$ cat config.mk
export PLATFORM = sky130hd
export DESIGN_NAME = conv_px_serializer
export DESIGN_NICKNAME = d
export VERILOG_FILES = /design/src/rtl/conv_px_serializer_pkg.sv /design/src/rtl/conv_px_serializer.sv
export SDC_FILE = /design/constraint.sdc
export NUM_CORES = 1
export LEC_CHECK = 0
export ABC_AREA = 1
export ABC_CLOCK_PERIOD_IN_PS = 11100
export BUFFER_PORTS_ARGS = -buffer_cell sky130_fd_sc_hd__buf_2
export CORE_ASPECT_RATIO = 2
export CORE_MARGIN = 2
export CORE_UTILIZATION = 55
export DETAILED_ROUTE_END_ITERATION = 10
export GPL_TIMING_DRIVEN = 1
export PLACE_DENSITY = 0.8
export SLEW_MARGIN = 40
export SYNTH_ARGS = -nofsm -noshare
export SYNTH_HDL_FRONTEND = slang
export SYNTH_SLANG_ARGS = --single-unit
$ cat constraint.sdc
create_clock -name clk_i -period 11.1 [get_ports clk_i]
set_input_delay 1.11 -clock clk_i [delete_from_list [all_inputs] [get_ports clk_i]]
set_output_delay 1.11 -clock clk_i [all_outputs]
set_load 0.02 [all_outputs]
$ cat src/rtl/conv_px_serializer_pkg.sv
// conv_px_serializer_pkg: shared widths, frame constants and state type for the pixel serializer
package conv_px_serializer_pkg;
    localparam int KERNEL_NUM = 24;
    localparam int BITS_Q4_6 = 10;
    localparam int BYTE_W = 8;
    localparam int VEC_W = KERNEL_NUM * BITS_Q4_6;
    localparam int PAYLOAD_BYTES = VEC_W / BYTE_W;
    localparam int K_W = $clog2(PAYLOAD_BYTES);
    localparam logic [BYTE_W-1:0] FRAME_HEADER = 8'hA5;
    typedef logic [KERNEL_NUM-1:0][BITS_Q4_6-1:0] vector_8_Q4_6;
    typedef enum logic [1:0] {IDLE, HEADER, PAYLOAD, CHECKSUM} ser_state_t;
endpackage

$ cat src/rtl/conv_px_serializer.sv
// conv_px_serializer: captures a Q4.6 result vector and streams it as header, packed payload and XOR checksum bytes
module conv_px_serializer
    import conv_px_serializer_pkg::*;
(
    input  logic              clk_i,
    input  logic              reset_i,
    input  logic              px_rdy_i,
    input  vector_8_Q4_6      px_array_i,
    output logic [BYTE_W-1:0] byte_o,
    output logic              byte_valid_o,
    input  logic              byte_ready_i,
    output logic              busy_o,
    output logic              overrun_o
);
    localparam logic [K_W-1:0] K_LAST = K_W'(PAYLOAD_BYTES - 1);

    if ((VEC_W % BYTE_W) != 0) begin : g_width_check
        $error("KERNEL_NUM*BITS_Q4_6 must be a multiple of BYTE_W");
    end

    ser_state_t        state_q, state_d;
    logic [K_W-1:0]    k_q, k_d;
    logic [BYTE_W-1:0] csum_q, csum_d;
    logic [VEC_W-1:0]  buf_q, buf_d;
    logic              px_rdy_q;
    logic              overrun_q, overrun_d;
    logic [BYTE_W-1:0] pay_byte;
    logic              cap_edge, xfer, capture;

    assign pay_byte     = buf_q[{k_q, 3'b000} +: BYTE_W];
    assign byte_valid_o = state_q != IDLE;
    assign busy_o       = state_q != IDLE;
    assign overrun_o    = overrun_q;
    assign byte_o       = (state_q == HEADER)   ? FRAME_HEADER :
                          (state_q == PAYLOAD)  ? pay_byte :
                          (state_q == CHECKSUM) ? csum_q : '0;

    // Next-state: walk the frame on each transfer; a capture is only taken when idle or as the checksum leaves
    always_comb begin
        state_d   = state_q;
        k_d       = k_q;
        csum_d    = csum_q;
        buf_d     = buf_q;
        overrun_d = overrun_q;
        cap_edge  = px_rdy_i & ~px_rdy_q;
        xfer      = byte_valid_o & byte_ready_i;
        capture   = cap_edge & ((state_q == IDLE) | ((state_q == CHECKSUM) & xfer));
        case (state_q)
            HEADER:   if (xfer) state_d = PAYLOAD;
            PAYLOAD:  if (xfer) begin
                csum_d  = csum_q ^ pay_byte;
                k_d     = (k_q == K_LAST) ? '0 : k_q + K_W'(1);
                state_d = (k_q == K_LAST) ? CHECKSUM : PAYLOAD;
            end
            CHECKSUM: if (xfer) state_d = IDLE;
            default:  state_d = state_q;
        endcase
        if (cap_edge & ~capture) overrun_d = 1'b1;
        if (capture) begin
            buf_d   = px_array_i;
            csum_d  = '0;
            k_d     = '0;
            state_d = HEADER;
        end
    end

    // State registers; px_rdy_q resets high so a level already present at release is not an edge
    always_ff @(posedge clk_i or posedge reset_i) begin
        if (reset_i) begin
            state_q   <= IDLE;
            k_q       <= '0;
            csum_q    <= '0;
            buf_q     <= '0;
            px_rdy_q  <= 1'b1;
            overrun_q <= 1'b0;
        end else begin
            state_q   <= state_d;
            k_q       <= k_d;
            csum_q    <= csum_d;
            buf_q     <= buf_d;
            px_rdy_q  <= px_rdy_i;
            overrun_q <= overrun_d;
        end
    end
endmodule

==> flow_summary.yaml <==
run_status:
  run_status: "finished, final reports clean"
setup_path:
  critPathKind: "reg -> out"
  cp.required_ns: 9.99
  cp.buffers_inverters: 4
  r2r-end: "buf_q[72]$_DFFE_PP0N_"
  cp_cell_sequence: "inv_2 -> buf_6 -> nand2_1 -> nand2_1 -> nand2_1 -> nand2_1 -> nor2_1 -> nand2_1 -> clkinv_1 -> nand2_1 -> nand3_1 -> o21ai_0 -> buf_2"
  r2r_start: "state_q[0]$_DFFE_PP0P_"
  crit_fanout: 86
  worst_path_largest_cell_delay_ns: 0.61
  cpLargestDelayFamily: "buffers and inverters"
  crit_arrival_ns: 3.01
  cp-end-kind: "output port"
  crit_slowest_cell: "dfrtp_4"
  r2r_slack_ns: 7.93
  reg2reg_depth: 8
  start_kind: "flop"
  path_common_cell: "nand2_1"
hold_path:
  min_to: "buf_q[36]$_DFFE_PP0N_"
  min_path_cells: 2
  worst_hold_path_type: "reg -> reg"
  min_from: "buf_q[36]$_DFFE_PP0N_"
placed_design:
  dp_slack_ns: 7.142
  place.gp.congestion: 0.8634
  io_buffers: 254
  hpwl_um: 24720
yosys:
  ys_top_cells_by_count: "nand2_1, dfrtp_1, inv_1"
  synth_top_area_share_pct: 50.91
  syn_inst: 1725
  synth_most_common_cell: "nand2_1"
  syn-cell-area_um2: 12580
  yosys.cell_types.count: 29
  synthTopCellsByArea: "dfrtp_1, nand2_1, o21ai_0, inv_1, nand3_1"
  synth_edf_count: 0
  ys_seq_area_share_pct: 51.12
  ys_seq_elements: 257
  yosys.area.top_type: "dfrtp_1"
  avgSynthCellArea_um2: 7.295
  async_flop_share_pct: 100.0
  synthFlopType: "dfrtp_1"
  yosysWarningCount: 0
  synth_nets: 1971
global_route:
  grtUsageTotal_pct: 29.11
  antenna_found_initial: 1
  grt_pass1_vias: 11140
  overflow: 0
  grt_pass1_wl_um: 55780
  grt_max_degree: 168
timing:
  rsz0062_at_grt: "no"
  period_minus_slack_ns: 4.121
  setup_violations: 0
  fin_skew_ns: 0.008829
  hold_violations: 0
  tns_ns: 0
  period_share_pct: 37.13
  fmax_mhz: 242.7
  worst_slew_margin_rel_pct: 45.22
  layout_setup_ws_ns: 6.979
  drv_slew: 0
  tightest_slew_ns: 0.8217
detailed_routing:
  drc_errors: 0
  first_iter_violations: 910
  routed_wl_um: 35240
  first_pass_iters: 5
  drtAntennaViolNets: 0
  vias: 11600
  vias_per_cell: 5.247
  wire_per_inst_um: 15.95
cells_and_area:
  fill_cells: 2036
  drive_gt1_share_pct: 16.17
  fin_nets: 2161
  final_core_util_pct: 64.69
  syn2layout_area_growth_pct: 15.89
clock_network:
  cts-htree-levels: 1
  clockBufferDepth: 3
  cts_setup_buffers: 0
  root_buffer: "clkbuf_16"
  cts_resized: 0
  cts_tree: "yes"
  insertion_delay_ns: 0.52
  clk_pin_slew_ns: 0.07
  hold_buffers: 0
  cts_made_buffers: 23
  clock-sinks: 257
floorplan:
  die_x_um: 111.0
  die-area_um2: 24180
  num_rows: 78
  coreArea_um2: 22540
  io_pins: 255
  start_util_pct: 55.82
  chipHeight_um: 217.9
pwr:
  powerDensity_nw_per_um2: 287.8
  vdd_ir_drop_max_mv: 0.2334
  p_leak_nw: 7.829
run:
  drv_cap: 0
power by group:
part	switching [mW]	internal [mW]
Sequential	0.189	1.38
Combinational	1.26	0.595
Clock	0.343	0.426
Total	1.79	2.40
metal layers:
metal  vias up  routed length, µm  track usage (%)  share of wire (%)
met1      5356              12930            33.86                 37
met5         -                  0                0                  0
met2       457              17940            50.49                 51
met4         0               2636            20.25                7.5
met3       122               1732            2.779                4.9
li1       5660                  -                -                  -
layout make-up:
cell class | instances | area [µm²] | area share [%]
well taps | 280 | 350.3 | 2.402
clock buffers | 36 | 654.4 | 4.487
multi-input cells | 1156 | 4887 | 33.51
diodes | 1 | 2.502 | 0.01716
clock inverters | 3 | 40.04 | 0.2746
repair buffers | 264 | 1393 | 9.550
flip-flops and latches | 257 | 6439 | 44.15
inverters | 213 | 817.0 | 5.603
sequential cells by signal, summed over array words and instances, names as in the netlist:
name       cells
buf_q        240
csum_q         8
k_q            5
overrun_o      1
px_rdy_q       1
state_q        2
logic make-up after synthesis:
family,after synthesis,share of synthesized area [%]
flip-flops,257,51.12
buffers and inverters,312,10.06
adder cells (fa/ha/maj),2,0.1988
XOR/XNOR,1,0.06962
AO/OA/AOI/OAI,215,8.890
AND/OR/NAND/NOR,938,29.66
worst max-delay path by stage:
| stage | depth (start not counted) | from | endpoint | slack (ns) |
|---|---|---|---|---|
| 3_5_place_dp | 8 | px_rdy_i | buf_q[84]$_DFFE_PP0N_ | 7.14 |
| 6_report | 13 | k_q[0]$_DFFE_PP0P_ | byte_o[4] | 6.98 |
| 5_1_grt | 13 | k_q[0]$_DFFE_PP0P_ | byte_o[4] | 6.78 |
| 2_1_floorplan | 1 | reset_i | buf_q[0]$_DFFE_PP0N_ | 2.92 |
| 3_3_place_gp | 8 | px_rdy_i | buf_q[58]$_DFFE_PP0N_ | 6.77 |
| 4_1_cts | 7 | k_q[2]$_DFFE_PP0P_ | byte_o[4] | 6.98 |
per-stage QoR:
step / power, mW / area, µm² / std cells / hold slack, ns
6_report: 4.197 / 14580 / 2210 / 0.4784
5_1_grt: 4.533 / 14580 / 2210 / 0.4926
4_1_cts: 4.207 / 14580 / 2209 / 0.4793
3_5_place_dp: 3.427 / 13880 / 2170 / 0.4604
3_3_place_gp: 3.331 / 13820 / 2168 / 0.4572
2_1_floorplan: 2.883 / 12580 / 1725 / 0.4436
worst reg2reg max path, stage by stage, from the launching register on:
cell and delay, ns:
dfrtp_1 0.44, nor2_1 0.13, inv_2 0.07, nand2_1 0.08, nand2_2 0.10, inv_8 0.49
buf_6 0.76, buf_6 0.68, o21ai_0 0.26
cells in the final DEF (no fill, tap or decap), types with 2 or more instances in the layout:
cell,n
nor2_1,67
nand4_1,8
nand2_1,718
dfrtp_1,253
buf_2,254
clkbuf_16,23
buf_4,3
nor2_2,2
ha_1,2
nor3_1,2
inv_8,2
nand3_1,137
nand2_2,2
buf_6,4
o21ai_1,16
buf_12,2
dfrtp_2,2
o21ai_0,174
clkbuf_1,10
clkinv_2,2
clkbuf_8,4
inv_1,202
clkinv_1,4
inv_2,4
a21oi_1,8
o211ai_1,12
(Power assumes the default switching activity.)
